`src/rtl/imm_pkg.sv`:
```
// Immediate format codes shared by the instruction encoder and the decode-side
// immediate extender, plus the request payload carried through the encoder pipeline.
package imm_pkg;

    localparam logic [2:0] IMM_I_LOAD = 3'b000;
    localparam logic [2:0] IMM_I_ALU  = 3'b001;
    localparam logic [2:0] IMM_SHAMT  = 3'b010;
    localparam logic [2:0] IMM_S      = 3'b011;
    localparam logic [2:0] IMM_U      = 3'b100;
    localparam logic [2:0] IMM_B      = 3'b101;
    localparam logic [2:0] IMM_I_JALR = 3'b110;
    localparam logic [2:0] IMM_J      = 3'b111;

    typedef struct packed {
        logic [2:0]  src;
        logic [31:0] imm;
        logic [31:0] base;
    } enc_req_t;

    // True when every bit from lsb upward equals the sign bit, i.e. the value
    // survives truncation to a (lsb+1)-bit signed field.
    function automatic logic upper_uniform(input logic [31:0] v, input int unsigned lsb);
        logic [31:0] s;
        s = 32'($signed(v) >>> lsb);
        return (s == '0) || (s == '1);
    endfunction

endpackage

```
`src/rtl/inst_encoder_if.sv`:
```
// Stream interface of the instruction encoder: immediate/format input side and
// encoded word/address output side.
interface inst_encoder_if #(
    parameter int ADDR_W   = 10,
    parameter int ERRCNT_W = 8
);
    logic                i_valid;
    logic                o_ready;
    logic [2:0]          i_immSrc;
    logic [31:0]         i_imm;
    logic [31:0]         i_base;
    logic                o_valid;
    logic                i_ready;
    logic [31:0]         o_inst;
    logic [ADDR_W-1:0]   o_addr;
    logic                o_immErr;
    logic [ERRCNT_W-1:0] o_errCount;

    modport slave (
        input  i_valid, i_immSrc, i_imm, i_base, i_ready,
        output o_ready, o_valid, o_inst, o_addr, o_immErr, o_errCount
    );

    modport master (
        output i_valid, i_immSrc, i_imm, i_base, i_ready,
        input  o_ready, o_valid, o_inst, o_addr, o_immErr, o_errCount
    );
endinterface

```
`src/rtl/imm_field_pack.sv`:
```
// Combinational packer: scatters an immediate into its format's bit positions
// over a base instruction and flags immediates that do not fit the format.
module imm_field_pack
    import imm_pkg::*;
(
    input  logic [2:0]  src,
    input  logic [31:0] imm,
    input  logic [31:0] base,
    output logic [31:0] inst,
    output logic        err
);

    always_comb begin
        inst = base;
        err  = 1'b0;
        case (src)
            IMM_I_LOAD, IMM_I_ALU, IMM_I_JALR: begin
                inst[31:20] = imm[11:0];
                err         = !upper_uniform(imm, 11);
            end
            IMM_SHAMT: begin
                inst[24:20] = imm[4:0];
                err         = (imm[31:5] != '0);
            end
            IMM_S: begin
                inst[31:25] = imm[11:5];
                inst[11:7]  = imm[4:0];
                err         = !upper_uniform(imm, 11);
            end
            IMM_U: begin
                inst[31:12] = imm[31:12];
                err         = (imm[11:0] != '0);
            end
            IMM_B: begin
                inst[31]    = imm[12];
                inst[30:25] = imm[10:5];
                inst[11:8]  = imm[4:1];
                inst[7]     = imm[11];
                err         = imm[0] || !upper_uniform(imm, 12);
            end
            IMM_J: begin
                inst[31]    = imm[20];
                inst[30:21] = imm[10:1];
                inst[20]    = imm[11];
                inst[19:12] = imm[19:12];
                err         = imm[0] || !upper_uniform(imm, 20);
            end
            default: begin
                inst = base;
                err  = 1'b0;
            end
        endcase
    end

endmodule

```
`src/rtl/inst_encoder.sv`:
```
// Two-stage valid/ready instruction encoder feeding instruction-memory fill logic,
// with a wrapping word-address counter and a saturating immediate-error counter.
module inst_encoder
    import imm_pkg::*;
#(
    parameter int  DEPTH    = 1024,
    parameter int  ERRCNT_W = 8,
    localparam int ADDR_W   = $clog2(DEPTH)
) (
    input logic            i_clk,
    input logic            i_rst_n,
    input logic            i_clear,
    inst_encoder_if.slave  bus
);

    localparam logic [ADDR_W-1:0] ADDR_LAST = ADDR_W'(DEPTH - 1);

    logic                s1_valid;
    enc_req_t            s1_req;
    logic                s2_valid;
    logic [31:0]         s2_inst;
    logic                s2_err;
    logic [ADDR_W-1:0]   addr_cnt;
    logic [ERRCNT_W-1:0] err_cnt;
    logic [31:0]         pack_inst;
    logic                pack_err;
    logic                out_fire;
    logic                s2_open;
    logic                s1_fire;
    logic                in_fire;

    // Ready depends only on stage occupancy and the sink, never on i_valid.
    assign out_fire    = s2_valid & bus.i_ready;
    assign s2_open     = !s2_valid | out_fire;
    assign s1_fire     = s1_valid & s2_open;
    assign bus.o_ready = !i_clear & (!s1_valid | s2_open);
    assign in_fire     = bus.i_valid & bus.o_ready;

    imm_field_pack u_pack (
        .src  (s1_req.src),
        .imm  (s1_req.imm),
        .base (s1_req.base),
        .inst (pack_inst),
        .err  (pack_err)
    );

    always_ff @(posedge i_clk or negedge i_rst_n) begin
        if (!i_rst_n) begin
            s1_valid <= 1'b0;
            s1_req   <= '0;
        end else if (i_clear) begin
            s1_valid <= 1'b0;
        end else if (in_fire) begin
            s1_valid <= 1'b1;
            s1_req   <= '{src: bus.i_immSrc, imm: bus.i_imm, base: bus.i_base};
        end else if (s1_fire) begin
            s1_valid <= 1'b0;
        end
    end

    always_ff @(posedge i_clk or negedge i_rst_n) begin
        if (!i_rst_n) begin
            s2_valid <= 1'b0;
            s2_inst  <= '0;
            s2_err   <= 1'b0;
        end else if (i_clear) begin
            s2_valid <= 1'b0;
        end else if (s2_open) begin
            s2_valid <= s1_valid;
            if (s1_valid) begin
                s2_inst <= pack_inst;
                s2_err  <= pack_err;
            end
        end
    end

    // Both counters advance only on a delivered word.
    always_ff @(posedge i_clk or negedge i_rst_n) begin
        if (!i_rst_n) begin
            addr_cnt <= '0;
            err_cnt  <= '0;
        end else if (i_clear) begin
            addr_cnt <= '0;
            err_cnt  <= '0;
        end else if (out_fire) begin
            addr_cnt <= (addr_cnt == ADDR_LAST) ? '0 : addr_cnt + ADDR_W'(1);
            if (s2_err && (err_cnt != '1)) begin
                err_cnt <= err_cnt + ERRCNT_W'(1);
            end
        end
    end

    assign bus.o_valid    = s2_valid;
    assign bus.o_inst     = s2_inst;
    assign bus.o_immErr   = s2_err;
    assign bus.o_addr     = addr_cnt;
    assign bus.o_errCount = err_cnt;

endmodule

```
`src/flat_wrapper.sv`:
```
// flat-port wrapper written by rule: the top's interface ports become plain ports
module inst_encoder_flat import imm_pkg::*;
#(
    parameter int  DEPTH    = 1024,
    parameter int  ERRCNT_W = 8,
    localparam int ADDR_W   = $clog2(DEPTH)
)
  (i_clk, i_rst_n, i_clear, bus_i_valid, bus_i_immSrc, bus_i_imm, bus_i_base, bus_i_ready, bus_o_ready, bus_o_valid, bus_o_inst, bus_o_addr, bus_o_immErr, bus_o_errCount);
  inst_encoder_if #(.ERRCNT_W(ERRCNT_W)) bus_i ();
  input logic i_clk;
  input logic i_rst_n;
  input logic i_clear;
  input wire logic [$bits(bus_i.i_valid)-1:0] bus_i_valid;
  input wire logic [$bits(bus_i.i_immSrc)-1:0] bus_i_immSrc;
  input wire logic [$bits(bus_i.i_imm)-1:0] bus_i_imm;
  input wire logic [$bits(bus_i.i_base)-1:0] bus_i_base;
  input wire logic [$bits(bus_i.i_ready)-1:0] bus_i_ready;
  output wire logic [$bits(bus_i.o_ready)-1:0] bus_o_ready;
  output wire logic [$bits(bus_i.o_valid)-1:0] bus_o_valid;
  output wire logic [$bits(bus_i.o_inst)-1:0] bus_o_inst;
  output wire logic [$bits(bus_i.o_addr)-1:0] bus_o_addr;
  output wire logic [$bits(bus_i.o_immErr)-1:0] bus_o_immErr;
  output wire logic [$bits(bus_i.o_errCount)-1:0] bus_o_errCount;
  assign bus_i.i_valid = bus_i_valid;
  assign bus_i.i_immSrc = bus_i_immSrc;
  assign bus_i.i_imm = bus_i_imm;
  assign bus_i.i_base = bus_i_base;
  assign bus_i.i_ready = bus_i_ready;
  assign bus_o_ready = bus_i.o_ready;
  assign bus_o_valid = bus_i.o_valid;
  assign bus_o_inst = bus_i.o_inst;
  assign bus_o_addr = bus_i.o_addr;
  assign bus_o_immErr = bus_i.o_immErr;
  assign bus_o_errCount = bus_i.o_errCount;
  inst_encoder #(.DEPTH(DEPTH), .ERRCNT_W(ERRCNT_W)) u_core (.i_clk(i_clk), .i_rst_n(i_rst_n), .i_clear(i_clear), .bus(bus_i));
endmodule
```
`config.mk`:
```
export PLATFORM = sky130hd
export DESIGN_NAME = inst_encoder_flat
export DESIGN_NICKNAME = d
export VERILOG_FILES = /design/src/rtl/imm_pkg.sv /design/src/rtl/inst_encoder_if.sv /design/src/rtl/imm_field_pack.sv /design/src/rtl/inst_encoder.sv /design/src/flat_wrapper.sv
export SDC_FILE = /design/constraint.sdc
export NUM_CORES = 1
export LEC_CHECK = 0
export BUFFER_PORTS_ARGS = -buffer_cell sky130_fd_sc_hd__buf_2
export CORE_UTILIZATION = 30
export CTS_BUF_LIST = sky130_fd_sc_hd__clkbuf_4
export CTS_CLUSTER_SIZE = 14
export DETAILED_ROUTE_END_ITERATION = 16
export PLACE_DENSITY_LB_ADDON = 0.15
export SLEW_MARGIN = 20
export SYNTH_ARGS = -nofsm -noshare
export SYNTH_HDL_FRONTEND = slang
export SYNTH_SLANG_ARGS = --single-unit
```
`constraint.sdc`:
```
create_clock -name i_clk -period 2 [get_ports i_clk]
set_clock_uncertainty 0.1 [all_clocks]
set_input_delay 0.2 -clock i_clk [delete_from_list [all_inputs] [get_ports i_clk]]
set_output_delay 0.2 -clock i_clk [all_outputs]
set_load 0.05 [all_outputs]
```
==> impl_metrics.toml, run 1 <==
[run_status]
status = "finished, final reports clean"

[pwr]
power_switching_w = 0.002516
swShare = 0.3684
intPower_w = 0.004314
p_per_area_nw_per_um2 = 918.5
ir_drop_v = 0.0004451
seqPwrFrac = 0.457
clkPwrFrac = 0.238
power.leakage_nw = 3.469
pwr-share-comb = 0.305
total_power_w = 0.006830

[global_routing]
grt_pass1_wl_um = 23500
antenna_found_initial = 0
grt_pass1_vias = 4449
grt_max_degree = 53
global_route.overflow_total = 0
track_usage = 0.1665

[final_layout]
area_growth_pct = 36.75
final_util = 0.4255
finalNetCount = 764
fillerInstances = 1710
drive_above_1_share = 0.3642
multiInputGateArea_um2 = 2303
regArea_um2 = 3004
n_antenna_cell = 0

[timing]
worstMarginPinSlew_ns = 0.5354
worst_slack_ns = 0.1365
drv_slew = 0
slew_headroom = 0.6419
timing.hold.ws_ns = 0.1318
period_needed_ns = 1.864
final_hold_viol_count = 0
fin_crit_sh = 0.9318
rsz0062_at_grt = "no"
finalSetupViolations = 0
fin_setup_tns_ns = 0
fmax_mhz = 536.6

[logic_synthesis]
yosys_warnings = 0
synth_most_common_cell = "dfrtp_1"
synth_area_leaders = "dfrtp_1, mux2_2, o21ai_0"
synth.net_count = 553
ys_top_cells_by_count = "dfrtp_1, mux2_2, nand2_1"
avgSynthCellArea_um2 = 11.35
synth_cells = 479
ys_types = 46
ys_ff_latch = 120
yosys.area.top_type = "dfrtp_1"
synth-edff-count = 0
ys_dominant_reg_cell = "dfrtp_1"
synth_area_um2 = 5438
yosysSeqAreaShare = 0.5522
synth-async-reset-ratio = 1.000
synth_top_area_frac = 0.5522

[cts]
post-cts-setup-buffers = 0
root_buffer = "clkbuf_4"
cts.sinks = 120
clock_latency_ns = 0.52
cts_max_path_buffers = 2
clkTransAtPathRegs_ns = 0.12
cts_buffers = 17
cts_tree = "done"
htreeDepth = 4

[run]
max-cap-violations = 0

[floorplan]
num_rows = 48
start_util = 0.3111
fp.dieW_um = 136.6
core-area_um2 = 17480
dieHeight_um = 136.6
die-area_um2 = 18670
ios = 125

[placed_design]
portBuffers = 124
dp_hpwl_um = 10400
dpl_worst_slack_ns = 0.05810
place_congestion = 0.8848

[drt]
ant_nets = 0
wl_um = 14540
route.detailed.drc = 0
drt-wirelength-per-cell_um = 15.66
vias_per_cell = 4.737
initialDrtViolationCount = 231
vias = 4396
drt-pass1-iter-count = 5

[worst_setup_path]
crit_type = "reg2reg"
slowest_delay_ns = 0.56
startpoint_type = "register"
crit_family = "simple AND/OR/NAND/NOR gates"
crit_fanout = 5
crit_required_ns = 2.31
path_buf_inv = 0
endpoint_kind = "register"
path_cells = "or4_4 > o41ai_2 > mux2i_1 > a21oi_1 > a31oi_1"
slowest_stage = "or4_4"
worstPathArrival_ns = 2.18

[worst_hold_path]
hp-class = "in2async"
[power groups by stage]
stage / clock network [W] / logic [W] / registers [W]
finish: 0.00163 / 0.00208 / 0.00312
global route: 0.00181 / 0.00225 / 0.00318
CTS: 0.00170 / 0.00210 / 0.00313
detailed placement: 0 / 0.00199 / 0.00318
global placement: 0 / 0.00196 / 0.00317
floorplan: 0 / 0.000745 / 0.00373
[placed cells by master (no fill, tap or decap), types with 2 or more instances in the layout]
cell type	n
a21oi_1	10
a22oi_1	2
a31oi_1	3
and3_1	3
buf_12	4
buf_2	123
buf_4	21
bufinv_16	2
clkbuf_4	19
clkinv_1	5
clkinv_2	5
dfrtp_1	119
dlygate4sd3_1	72
ha_1	2
inv_1	5
mux2_2	68
mux2i_1	15
nand2_1	54
nand3_1	10
nand4_1	12
nor2_1	27
nor3_1	5
nor4_1	3
o2111ai_1	2
o21ai_0	51
o221ai_1	6
o22ai_1	11
o31ai_1	4
or2_2	2
or4_1	4
xor2_1	11
[layer usage]
layer | up-vias | wire length [um] | GRT usage
li1 | 2159 | - | -
met1 | 2085 | 6609 | 0.2148
met2 | 137 | 6838 | 0.2657
met3 | 15 | 863 | 0.05148
met4 | 0 | 224 | 0.05185
met5 | - | 0 | 0
[layout make-up]
type                       count  area share
sequential                   120      0.4040
clock inverter                13     0.01498
clock buffer                  19     0.01918
tap                          225     0.03786
inverter                       5    0.002524
timing repair buffer         220      0.2117
multi-input combinational    326      0.3098
[sequential cells by signal (all words and copies together), names as in the netlist]
name                   flops
u_core.s1_req             67
u_core.bus.o_inst         32
u_core.bus.o_addr         10
u_core.bus.o_errCount      8
u_core.bus.o_immErr        1
u_core.bus.o_valid         1
u_core.s1_valid            1
[worst reg2reg max path, cell delays in order, from the launching register on]
cell	delay, ns
dfrtp_1	0.44
or4_4	0.56
o41ai_2	0.31
mux2i_1	0.11
a21oi_1	0.15
a31oi_1	0.09
[through the flow]
stage	std cells	instance area, um2
after detailed placement	824	6459
after global routing	928	7436
final	928	7436
after floorplan	479	5454
after CTS	928	7433
after global placement	824	6459
[what timing repair did]
item | CTS | global route
setup endpoints to repair | 0 | 12
endpoints found under the hold margin | 191 | 0
hold buffers | 72 | 0
gates resized for setup | 0 | 1
[cells by family (layout without fill, tap and decap cells)]
logic type	Yosys count	in the layout	share of synthesized area
flops	120	120	0.5522
buf+inv	33	257	0.02830
compound gates	98	98	0.1111
mux	84	84	0.1726
xor+xnor	12	12	0.01933
fa+ha+maj	2	2	0.004601
simple gates	130	130	0.1118
[worst paths after layout]
check                                         startpoint  cells past startpoint  slack [ns]                          endpoint
min in group i_clk                           bus_i_valid                      3        0.13      u_core.s1_req[2]$_DFFE_PN0P_
hold / removal                                   i_rst_n                      3        0.13   u_core.bus.o_immErr$_DFFE_PN0P_
max in group asynchronous                        i_rst_n                      3        0.72  u_core.bus.o_addr[9]$_DFFE_PN0P_
setup reg to reg           u_core.s1_req[37]$_DFFE_PN0P_                      5        0.14   u_core.bus.o_immErr$_DFFE_PN0P_
setup / recovery           u_core.s1_req[37]$_DFFE_PN0P_                      5        0.14   u_core.bus.o_immErr$_DFFE_PN0P_
hold reg to reg             u_core.s1_req[5]$_DFFE_PN0P_                      2        0.37  u_core.bus.o_inst[5]$_DFFE_PN0P_
(Power assumes the default switching activity.)
==> run 2, diff against run 1 <==
PLACE_DENSITY = 0.61   (was unset)
PLACE_DENSITY_LB_ADDON = unset   (was 0.15)
==> run 2 against run 1 <==
- global-route usage shrank 0.66 points
- non-clock buffer count down 9
- clock power is 2% lower
- sequential share of layout area up 0.49 points
- design area down 1.2%
- worst setup slack worse by 0.050 ns
- die area did not move
- highest routed layer unchanged
- critical path depth is the same
- flip-flop and latch count unchanged
- combinational power decreased by 3%
- worst hold slack gained 0.0077 ns
- via count rose by 2.3%
==> impl_metrics.toml, run 2 (same netlist as run 1, synthesis figures left out) <==
[global_routing]
grt_pass1_vias = 4373
global_route.overflow_total = 0
grt_max_degree = 121
grt_pass1_wl_um = 22510
track_usage = 0.1599
antenna_found_initial = 0

[pwr]
ir_drop_v = 0.0003536
seqPwrFrac = 0.465
p_per_area_nw_per_um2 = 920.0
power.leakage_nw = 3.391
swShare = 0.3855
clkPwrFrac = 0.236
power_switching_w = 0.002606
intPower_w = 0.004154
pwr-share-comb = 0.299
total_power_w = 0.006759

[timing]
drv_slew = 0
rsz0062_at_grt = "no"
fin_crit_sh = 0.9565
timing.hold.ws_ns = 0.1395
final_hold_viol_count = 0
period_needed_ns = 1.913
slew_headroom = 0.5416
fmax_mhz = 522.7
fin_setup_tns_ns = 0
finalSetupViolations = 0
worstMarginPinSlew_ns = 0.6877

[final_layout]
final_common_cell = "buf_2"
largest_register_ffs = 67
finalInstanceArea_um2 = 7347
drive_above_1_share = 0.3602
final_cell_mix = "buf_2, dfrtp_1, dlygate4sd3_1"
regMostFlops = "u_core.s1_req"
area_growth_pct = 35.11
n_antenna_cell = 0
finalNetCount = 755

[drt]
vias = 4497
drt-pass1-iter-count = 5
drt-wirelength-per-cell_um = 15.66
wl_um = 14390
initialDrtViolationCount = 378
vias_per_cell = 4.893
ant_nets = 0
route.detailed.drc = 0

[run]
max-cap-violations = 0

[cts]
cts_tree = "done"
cts_buffers = 17
cts_max_path_buffers = 2
htreeDepth = 4
clock_latency_ns = 0.55
root_buffer = "clkbuf_4"
clkTransAtPathRegs_ns = 0.11
cts.sinks = 120
post-cts-setup-buffers = 0

[floorplan]
ios = 125
dieHeight_um = 136.6
core-area_um2 = 17480
die-area_um2 = 18670
start_util = 0.3111
fp.dieW_um = 136.6
num_rows = 48

[worst_setup_path]
crit_type = "reg2reg"
path_cells = "or4_4 > o41ai_2 > mux2i_1 > a21oi_1 > a31oi_1"
worstPathArrival_ns = 2.25
crit_required_ns = 2.34
slowest_stage = "or4_4"
crit_fanout = 5
startpoint_type = "register"
endpoint_kind = "register"
slowest_delay_ns = 0.56

[run_status]
status = "finished, final reports clean"

[placed_design]
portBuffers = 124
dp_hpwl_um = 10200
post_dp_cell_area_um2 = 6361
place_congestion = 0.9228

[worst_hold_path]
hp-class = "in2async"
==> run 2: critical path: cells and delay by family, from the launching register on <==
kind	cells	cell delay, ns
muxes	1	0.11
AOI/OAI and AO/OA	3	0.58
DFF	1	0.45
and+or+nand+nor	1	0.56
==> run 2: what timing repair did <==
| item | CTS | global route |
|---|---|---|
| resized for setup | 0 | 1 |
| hold buffers | 72 | 0 |
| setup endpoints to repair | 0 | 1 |
| endpoints found under the hold margin | 192 | 0 |
==> run 2: cell type report <==
type / count / area [um2]
Fill cell: 1705 / 10130
Sequential cell: 120 / 3004
Multi-Input combinational cell: 326 / 2305
Timing Repair Buffer: 211 / 1481
Tap cell: 225 / 281.5
Clock inverter: 15 / 128.9
Clock buffer: 17 / 127.6
Inverter: 5 / 18.77
==> run 2: routing by layer <==
layer  GRT usage  wire length (um)  up-vias  part of all wire
met5           0                 0        -                 0
met4     0.05185               207        0             0.014
met3     0.04370               780       19             0.054
met2      0.2586              6749      144              0.47
met1      0.2062              6654     2183              0.46
li1            -                 -     2151                 -
==> run 2: worst paths after layout <==
check	from	to	slack (ns)	cells past startpoint
min in group i_clk	bus_i_base[20]	u_core.s1_req[20]$_DFFE_PN0P_	0.30	3
max in group asynchronous	i_rst_n	u_core.s1_req[40]$_DFFE_PN0P_	1.11	3
max	u_core.s1_req[37]$_DFFE_PN0P_	u_core.bus.o_immErr$_DFFE_PN0P_	0.09	5
min	i_rst_n	u_core.bus.o_errCount[5]$_DFFE_PN0P_	0.14	3
max reg2reg	u_core.s1_req[37]$_DFFE_PN0P_	u_core.bus.o_immErr$_DFFE_PN0P_	0.09	5
min reg2reg	u_core.s1_req[1]$_DFFE_PN0P_	u_core.bus.o_inst[1]$_DFFE_PN0P_	0.38	2
==> run 2: power groups by stage <==
stage	clock network, W	registers (W)	logic [W]
finish	0.00159	0.00315	0.00202
global route	0.00177	0.00320	0.00217
CTS	0.00168	0.00315	0.00204
detailed placement	0	0.00320	0.00193
global placement	0	0.00317	0.00189
floorplan	0	0.00373	0.000745
==> run 2: per-stage QoR <==
stage	util	std cells	setup WS, ns
2_1_floorplan	-	479	0.004488
3_3_place_gp	0.3640	815	0.1126
3_5_place_dp	0.3640	815	0.1249
4_1_cts	0.4199	919	0.06429
5_1_grt	0.4204	919	0.008455
6_report	0.4204	919	0.08695
